`config.mk`:
```
export PLATFORM = sky130hd
export DESIGN_NAME = dlk_base_table
export DESIGN_NICKNAME = d
export VERILOG_FILES = /design/src/rtl/dlk_base_table.sv
export SDC_FILE = /design/constraint.sdc
export NUM_CORES = 2
export LEC_CHECK = 0
export ABC_AREA = 0
export BUFFER_PORTS_ARGS = -buffer_cell sky130_fd_sc_hd__buf_2
export CAP_MARGIN = 20
export CORE_ASPECT_RATIO = 0.7
export CORE_MARGIN = 10
export CORE_UTILIZATION = 58
export DETAILED_ROUTE_END_ITERATION = 10
export MAX_ROUTING_LAYER = met4
export PLACE_DENSITY = 0.76
export SYNTH_ARGS = -nofsm -noshare
export SYNTH_HDL_FRONTEND = slang
export SYNTH_SLANG_ARGS = --single-unit
```
`constraint.sdc`:
```
create_clock -name clk_i -period 28.3 [get_ports clk_i]
set_input_delay 5.66 -clock clk_i [delete_from_list [all_inputs] [get_ports clk_i]]
set_output_delay 5.66 -clock clk_i [all_outputs]
set_load 0.02 [all_outputs]
```
`src/rtl/dlk_base_table.sv`:
```
// dlk_base_table: per-base high-water-mark table for data-leak tracking.
// Store-byte events raise the highest written byte address of the entry
// for their base register. Load queries get a registered overflow flag
// when they read past the bytes written through the same base.
module dlk_base_table #(
    parameter int N_ENTRIES = 8,
    parameter int ADDR_W    = 32,
    parameter int MAX_SPAN  = 256
) (
    input  logic                         clk_i,
    input  logic                         rst_i,
    input  logic                         rst_us_i,
    input  logic                         wr_valid_i,
    output logic                         wr_ready_o,
    input  logic [ADDR_W-1:0]            wr_base_i,
    input  logic [ADDR_W-1:0]            wr_addr_i,
    input  logic                         rd_valid_i,
    input  logic [ADDR_W-1:0]            rd_base_i,
    input  logic [ADDR_W-1:0]            rd_addr_i,
    output logic                         rd_resp_valid_o,
    output logic                         rd_overflow_o,
    input  logic [$clog2(N_ENTRIES)-1:0] dbg_index_i,
    output logic [ADDR_W-1:0]            dbg_base_o,
    output logic [ADDR_W-1:0]            dbg_hwm_o,
    output logic [$clog2(N_ENTRIES):0]   count_o,
    output logic                         full_o
);

    localparam int IDX_W = $clog2(N_ENTRIES);
    localparam int CNT_W = IDX_W + 1;
    localparam logic [ADDR_W:0]    SPAN     = (ADDR_W+1)'(MAX_SPAN);
    localparam logic [CNT_W-1:0]   CNT_MAX  = CNT_W'(N_ENTRIES);
    localparam logic [CNT_W-1:0]   CNT_PRE  = CNT_W'(N_ENTRIES - 1);
    localparam logic [IDX_W-1:0]   IDX_LAST = IDX_W'(N_ENTRIES - 1);

    typedef enum logic {S_IDLE, S_UPDATE} state_t;

    state_t              r_state;
    state_t              w_stateNext;

    logic                r_valid [N_ENTRIES];
    logic [ADDR_W-1:0]   r_base  [N_ENTRIES];
    logic [ADDR_W-1:0]   r_hwm   [N_ENTRIES];
    logic [IDX_W-1:0]    r_head;
    logic [CNT_W-1:0]    r_count;
    logic                r_full;

    logic [ADDR_W-1:0]   r_wrBase;
    logic [ADDR_W-1:0]   r_wrAddr;
    logic                r_wrInSpan;
    logic                r_wrHit;
    logic [IDX_W-1:0]    r_wrHitIdx;

    logic                r_respValid;
    logic                r_overflow;

    logic                w_wrFire;
    logic                w_wrHit;
    logic [IDX_W-1:0]    w_wrHitIdx;
    logic                w_rdHit;
    logic [IDX_W-1:0]    w_rdHitIdx;
    logic                w_rdOverflow;

    // Range test in ADDR_W+1 bits so base+MAX_SPAN cannot wrap past zero.
    function automatic logic inSpan(input logic [ADDR_W-1:0] base,
                                    input logic [ADDR_W-1:0] addr);
        logic [ADDR_W:0] lo;
        logic [ADDR_W:0] hi;
        logic [ADDR_W:0] a;
        lo = {1'b0, base};
        hi = lo + SPAN;
        a  = {1'b0, addr};
        return (a >= lo) && (a < hi);
    endfunction

    assign wr_ready_o      = (r_state == S_IDLE) && !rst_i;
    assign w_wrFire        = wr_valid_i && wr_ready_o;
    assign rd_resp_valid_o = r_respValid;
    assign rd_overflow_o   = r_overflow;
    assign count_o         = r_count;
    assign full_o          = r_full;

    // Look up the store's base among valid entries (bases are unique).
    always_comb begin
        w_wrHit    = 1'b0;
        w_wrHitIdx = '0;
        for (int i = 0; i < N_ENTRIES; i++) begin
            if (r_valid[i] && (r_base[i] == wr_base_i)) begin
                w_wrHit    = 1'b1;
                w_wrHitIdx = IDX_W'(i);
            end
        end
    end

    // Look up the load's base and decide whether it reads past the hwm.
    always_comb begin
        w_rdHit    = 1'b0;
        w_rdHitIdx = '0;
        for (int i = 0; i < N_ENTRIES; i++) begin
            if (r_valid[i] && (r_base[i] == rd_base_i)) begin
                w_rdHit    = 1'b1;
                w_rdHitIdx = IDX_W'(i);
            end
        end
        w_rdOverflow = rd_valid_i && w_rdHit && inSpan(rd_base_i, rd_addr_i)
                       && (rd_addr_i > r_hwm[w_rdHitIdx]);
    end

    // Debug port: combinational read that shows zeros for invalid slots.
    always_comb begin
        dbg_base_o = '0;
        dbg_hwm_o  = '0;
        if (({1'b0, dbg_index_i} < CNT_MAX) && r_valid[dbg_index_i]) begin
            dbg_base_o = r_base[dbg_index_i];
            dbg_hwm_o  = r_hwm[dbg_index_i];
        end
    end

    // Write FSM state register.
    always_ff @(posedge clk_i or posedge rst_i) begin
        if (rst_i) begin
            r_state <= S_IDLE;
        end else begin
            r_state <= w_stateNext;
        end
    end

    // Next state: accept in IDLE, apply in UPDATE; user clear forces IDLE.
    always_comb begin
        w_stateNext = r_state;
        case (r_state)
            S_IDLE:   if (w_wrFire) w_stateNext = S_UPDATE;
            S_UPDATE: w_stateNext = S_IDLE;
            default:  w_stateNext = S_IDLE;
        endcase
        if (rst_us_i) begin
            w_stateNext = S_IDLE;
        end
    end

    // Capture the accepted store and its lookup results for the UPDATE cycle.
    always_ff @(posedge clk_i or posedge rst_i) begin
        if (rst_i) begin
            r_wrBase   <= '0;
            r_wrAddr   <= '0;
            r_wrInSpan <= 1'b0;
            r_wrHit    <= 1'b0;
            r_wrHitIdx <= '0;
        end else if (w_wrFire) begin
            r_wrBase   <= wr_base_i;
            r_wrAddr   <= wr_addr_i;
            r_wrInSpan <= inSpan(wr_base_i, wr_addr_i);
            r_wrHit    <= w_wrHit;
            r_wrHitIdx <= w_wrHitIdx;
        end
    end

    // Table update: raise hwm on a hit, otherwise allocate or evict the oldest.
    always_ff @(posedge clk_i or posedge rst_i) begin
        if (rst_i) begin
            for (int i = 0; i < N_ENTRIES; i++) begin
                r_valid[i] <= 1'b0;
                r_base[i]  <= '0;
                r_hwm[i]   <= '0;
            end
            r_head  <= '0;
            r_count <= '0;
            r_full  <= 1'b0;
        end else if (rst_us_i) begin
            for (int i = 0; i < N_ENTRIES; i++) begin
                r_valid[i] <= 1'b0;
            end
            r_head  <= '0;
            r_count <= '0;
            r_full  <= 1'b0;
        end else if ((r_state == S_UPDATE) && r_wrInSpan) begin
            if (r_wrHit) begin
                if (r_wrAddr > r_hwm[r_wrHitIdx]) begin
                    r_hwm[r_wrHitIdx] <= r_wrAddr;
                end
            end else begin
                r_valid[r_head] <= 1'b1;
                r_base[r_head]  <= r_wrBase;
                r_hwm[r_head]   <= r_wrAddr;
                r_head          <= (r_head == IDX_LAST) ? '0 : r_head + 1'b1;
                if (r_count != CNT_MAX) begin
                    r_count <= r_count + 1'b1;
                    r_full  <= (r_count == CNT_PRE);
                end
            end
        end
    end

    // Query response registered one cycle after the request, pre-update table.
    always_ff @(posedge clk_i or posedge rst_i) begin
        if (rst_i) begin
            r_respValid <= 1'b0;
            r_overflow  <= 1'b0;
        end else begin
            r_respValid <= rd_valid_i;
            r_overflow  <= w_rdOverflow;
        end
    end

endmodule

```
# ---- After elaboration in Yosys (flattened, before gate mapping)
# Cells that the tools add are included.
dict set report classes {
  n_addsub 4
  n_eq_ne 21
  muxes 76
  reduce_logical 33
  n_lt_le_gt_ge 12
  bitwise_logic 8
}
# operator count
set op_table {}
lappend op_table {{256-bit bitwise mux} 3}
lappend op_table {{32-bit equality test} 16}
lappend op_table {{256-bit two-way mux} 2}
lappend op_table {{32-bit binary-select mux with 3-bit select} 4}
lappend op_table {{32-bit two-way mux} 12}
lappend op_table {{32-bit demux with 3-bit select} 2}
lappend op_table {{32-bit by 9-bit adder with 33-bit output (second input constant)} 2}
lappend op_table {{32-bit by 33-bit less-than comparator with 1-bit output} 2}
lappend op_table {{32-bit >= comparator} 2}
lappend op_table {{32-bit greater-than comparator} 2}
lappend op_table {{3-bit two-way mux} 16}
lappend op_table {{1-bit two-way mux} 27}
lappend op_table {{1-bit logical AND} 26}
lappend op_table {{8-bit two-way mux} 3}
lappend op_table {{4-bit >= comparator (second input constant)} 4}
lappend op_table {{4-bit two-way mux} 4}
lappend op_table {{3-bit NOT with 4-bit output} 4}
lappend op_table {{3-bit AND reduction} 3}
lappend op_table {{4-bit by 1-bit less-than comparator with 1-bit output (second input constant)} 2}
lappend op_table {{8-bit bitwise OR} 1}
lappend op_table {{4-bit by 1-bit adder with 4-bit output (second input constant)} 1}
lappend op_table {{4-bit by 3-bit equality test with 1-bit output (second input constant)} 1}
lappend op_table {{4-bit != test (second input constant)} 1}
lappend op_table {{2-bit nonzero test} 2}
lappend op_table {{10 further kinds} 12}
dict set report totals {
  elab_cells 189
  in_bits 136
  output_inout_bits 72
  reg_bits 600
}

# ---- Depth between registers and ports, before layout
dict set report depth {
  word_depth 15
  depth_mapped 23
  depth_no_buf 19
}

# ---- Worst setup path after synthesis
# Ideal clock, no wire load.
dict set report synth_path {
  path_type {input to output}
  from {input port dbg_index_i[0]}
  to {output port dbg_base_o[11]}
  path_buffers 3
  cell_stages 6
  required_time_ns 22.640
  arrival_time_ns 7.714
  path_slack_ns 14.926
  cell_sequence {clkbuf_1 buf_1 buf_1 mux4_2 mux2i_1 nor2_1}
}
dict set report synth_via {
  elab_chain_len 5
  elab_cells_between_ends 8
  classes_between {mux: 7; bitwise: 1}
}
# item line
set synth_rtl {}
lappend synth_rtl {{start: declaration} 22} ;# input logic [$clog2(N_ENTRIES)-1:0] dbg_index_i,
lappend synth_rtl {{3-bit NOT with 4-bit output (not written as such) (*)} {113, 114}}
lappend synth_rtl {{32-bit binary-select mux with 3-bit select or 1-bit binary-select mux with 3-bit select (tied branches)} {114, 113}}
lappend synth_rtl {{32-bit two-way mux (not written as such) or 1-bit two-way mux (tied branches) (2 in a row)} {114, 113}}
lappend synth_rtl {{32-bit two-way mux (*)} 113} ;# if (({1'b0, dbg_index_i} < CNT_MAX) && r_valid[dbg_index_i]) begin
lappend synth_rtl {{end: declaration} 23} ;# output logic [ADDR_W-1:0] dbg_base_o,
# Mark *: on every way between the ends. The rest lies on a longest branch, timed or not. The select of a mux whose other input is x is not followed.

# ---- Worst setup path in the final report
dict set report layout_path {
  from {input port dbg_index_i[0]}
  to {output port dbg_hwm_o[7]}
}
dict set report layout_via {
  elab_chain_len 5
  elab_cells_between_ends 8
  classes_between {mux: 7; bitwise: 1}
}
# item line
set layout_rtl {}
lappend layout_rtl {{3-bit NOT with 4-bit output (not written as such) (*)} {113, 115}}
lappend layout_rtl {{32-bit binary-select mux with 3-bit select or 1-bit binary-select mux with 3-bit select (tied branches)} {115, 113}}
lappend layout_rtl {{32-bit two-way mux (not written as such) or 1-bit two-way mux (tied branches) (2 in a row)} {115, 113}}
lappend layout_rtl {{32-bit two-way mux (*)} 113}
lappend layout_rtl {{end: declaration} 24} ;# output logic [ADDR_W-1:0] dbg_hwm_o,
# Marks and branches as above.

==> summary.md <==
| Metric | Value |
|---|---|
| Core area | `71500 sq um` |
| Fin Clk Skew | `27.1 ps` |
| Total CTS buffers | `60` |
| Cell area after synthesis | `around 42000 sq um` |
| Cell taking the most area after synthesis | `dfrtp_1` |
| GR peak layer | `met1` |
| Final critical-path setup slack | `13680 ps` |
| Worst hold slack | `~540 ps` |
| Slew @ Worst Pin | `around 1200 ps` |
| Startpoint types | `input port` |
| Post-cts resize count | `0` |
| Max-slew violations | `0` |
| DRC Markers | `0` |
| Top cell type's share of synthesized area | `0.359` |
| Synth unique cells | `66` |
| Area grow syn2layout | `9.09%` |
| Largest net degree at the start of global routing | `roughly 160` |
| Crit path max-delay family | `buffers and inverters` |
| Fin nets | `roughly 4200` |
| Reg2reg setup slack | `21260 ps` |
| Initial DRC Count | `around 6800` |
| Commonest non-fill, non-tap cell in the layout | `dfrtp_1` |
| WP data required | `about 23000 ps` |
| Initial core utilization | `0.585` |
| Crit end category | `output port` |
| Switching Share | `0.349` |
| I/O Pins | `between 200 and 250` |
| Initial antenna violation count | `9` |
| Max-slew headroom | `0.216` |
| Vias in the first global route | `about 34000` |
| Sw Pwr | `0.897 mW` |
| Final period util | `0.516` |
| Cells after Synth | `3851` |
| Combinational fraction of design power | `0.238` |
| Arr. time, crit path | `around 9000 ps` |
| Synthesized netlist net count | `roughly 4200` |
| Pint | `~1.7 mW` |
| Share of layout cells above drive strength 1 | `0.279` |
| MaxCap Viol Count | `0` |
| H-tree depth | `2` |
| Commonest cells after routing, fill and taps aside | `dfrtp_1 (600), mux2_2 (542), xnor2_1 (327)` |
| Fmax | `between 60 and 70 MHz` |
| Gr usage total | `0.457` |
| Crit path top cell by count | `buf_4` |
| Die height | `between 200 and 250 um` |
| RSZ-0062 raised after global routing | `false` |
| Post-synthesis register bit count | `600` |
| Peak supply drop | `between 60 and 70 uV` |
| TritonRoute pass-1 iters | `9` |
| Hold Fails Final Rpt | `0` |
| CP max stage delay | `roughly 860 ps` |
| CP max-delay cell | `buf_4` |
| Met1 usage | `0.643` |
| Final Routed Wirelength | `approximately 190 mm` |
| # hold bufs at CTS | `0` |
| Post-synth EDFFs | `0` |
| Avg Vias per Cell | `between 7 and 8` |
| Clock share of power | `0.340` |
| Status | `completed` |
| Routed WL per cell | `38.7 um` |
| Synth Flop Type | `dfrtp_1` |
| Min Tclk post-route | `between 10000 and 15000 ps` |
| Worst Setup Path Type | `in2out` |
| Pwr Total | `approximately 2.6 mW` |
| Clk Latency, worst-skew pair | `approximately 700 ps` |
| WP buf/inv | `4` |
| CTS Sinks | `600` |
| Total negative slack | `0 ps` |
| Post-CTS setup buffer count | `0` |
| Worst hold path class | `reg2reg` |
| Bufs on Longest Clock Path | `3` |
| YS warnings | `0` |
| Buffers on Ports | `~210` |
| Power per standard cell area | `approximately 56 nW/um^2` |
| Critical path peak fanout | `46` |
| Root Buffer | `clkbuf_16` |
| Total number of vias | `~36000` |
| Detail Route Antenna Nets | `0` |
| Synth top area cells | `dfrtp_1 (36%), mux2_2 (15%), mux4_2 (7.0%)` |
| Met3 global-route usage | `0.261` |
| Global-route wire length before repair | `approximately 270 mm` |
| CTS tree | `yes` |
| Reg power frac | `0.422` |
| Crit path cell chain | `buf_8 -> buf_4 -> buf_4 -> mux4_2 -> mux2i_1 -> nor2_1 -> buf_2` |
| Grt total ovfl | `0` |
| RePlAce Congestion | `1.13` |
| M2 GR Usage | `0.548` |
| Chip width | `approximately 340 um` |
| Seq/Total Area, Yosys | `0.359` |
| Setup Slack @ Placement | `13650 ps` |
| Post-synth ARST share | `1.00` |
| Hpwl dp | `138 mm` |
| Synth Area per Inst | `around 11 sq um` |
| Final Setup Violations | `0` |
| LEAKAGE | `approximately 20 nW` |
| Clk pin slew, worst setup/hold paths | `approximately 70 ps` |
| DIE AREA | `~83000 sq um` |
| Row cnt | `between 80 and 90` |
-- synthesized netlist by cell type (all sizes together) (5+ instances only) --
cell type,number
nor4,104
a22oi,66
nand3,49
a31oi,35
o21a,14
a21oi,91
a22o,32
mux2,542
ha,182
nor3b,5
nand2b,10
o211ai,67
nor2,170
buf,136
inv,115
nand2,204
a221oi,32
or4,6
xor2,230
a211oi,35
mux2i,99
nand4b,5
dfrtp,600
nor3,71
nor2b,16
a21o,46
nand4,137
o21ai,85
xnor2,327
clkbuf,122
and3,39
mux4,130
-- power by group through the flow --
stage / clock network (mW) / logic, mW / registers, mW
finish: 0.874 / 0.613 / 1.09
global route: 0.904 / 0.643 / 1.09
CTS: 0.869 / 0.579 / 1.07
detailed placement: 0 / 0.574 / 1.08
global placement: 0 / 0.564 / 1.08
floorplan: 0 / 0.390 / 1.02
-- final timing paths --
kind,end,start,depth (start not counted)
max,dbg_hwm_o[7],dbg_index_i[0],7
min,full_o$_DFFE_PP0P_,full_o$_DFFE_PP0P_,2
max reg2reg,rd_overflow_o$_DFF_PP0_,r_base[179]$_DFFE_PP0P_,21
min reg2reg,full_o$_DFFE_PP0P_,full_o$_DFFE_PP0P_,2
max in group asynchronous,r_base[167]$_DFFE_PP0P_,rst_i,4
min in group asynchronous,r_wrBase[14]$_DFFE_PP0P_,rst_i,2
-- state kept, by name, summed over array words and instances, names as in the netlist --
name	cells
rd_resp_valid_o	1
r_wrBase	32
r_head	3
full_o	1
r_base	256
r_wrAddr	32
r_hwm	256
r_wrHit	1
count_o	4
r_state	1
r_valid	8
rd_overflow_o	1
r_wrInSpan	1
r_wrHitIdx	3
-- worst reg2reg max path, stage by stage (launching register included) --
cell	delay (ps)
dfrtp_1	620
xor2_1	380
nor4_1	350
nand3_1	270
nor4_1	510
o21ai_1	350
a21boi_4	220
buf_4	500
o21a_1	390
buf_4	480
o211ai_1	160
a31oi_1	700
ha_1	390
nor2b_1	140
o21a_1	160
o21a_1	160
o21a_1	160
o21a_1	160
o211ai_1	150
a21oi_1	100
a2111oi_0	400
a311oi_1	170
-- logic make-up (layout without fill, tap and decap cells) --
kind of cell / Yosys count / after routing / share of synthesized area
and+or+nand+nor: 836 / 836 / 0.104
muxes: 771 / 771 / 0.239
DFF: 600 / 600 / 0.359
xor gates and xnor gates: 557 / 557 / 0.117
AOI/OAI and AO/OA: 532 / 532 / 0.0867
buffers and inverters: 373 / 491 / 0.0398
adders and majority gates: 182 / 182 / 0.0544
other: 0 / 6 / 0
-- cell type report --
cell class / count / area, sq um
well taps: 966 / 1210
flip-flops and latches: 600 / 15000
multi-input cells: 2878 / 25400
diodes: 6 / 15.0
inverters: 115 / 439
fillers: 5687 / 25900
repair buffers: 266 / 1510
clock inverters: 30 / 375
clock buffers: 80 / 1730
-- per-stage QoR --
step / cells / util / instance area [sq um]
detailed placement: 4818 / 0.608 / 43500
global placement: 4817 / 0.608 / 43500
finish: 4941 / 0.638 / 45700
CTS: 4928 / 0.638 / 45600
global route: 4939 / 0.638 / 45700
floorplan: 3851 / - / 41900
-- layer usage --
metal	share of wire	wire length, um	up-vias
met5	0	0	-
met2	0.36	69200	3369
met1	0.41	78500	18329
met3	0.20	37700	464
met4	0.030	5680	0
li1	-	-	14316
(Power assumes the default switching activity.)
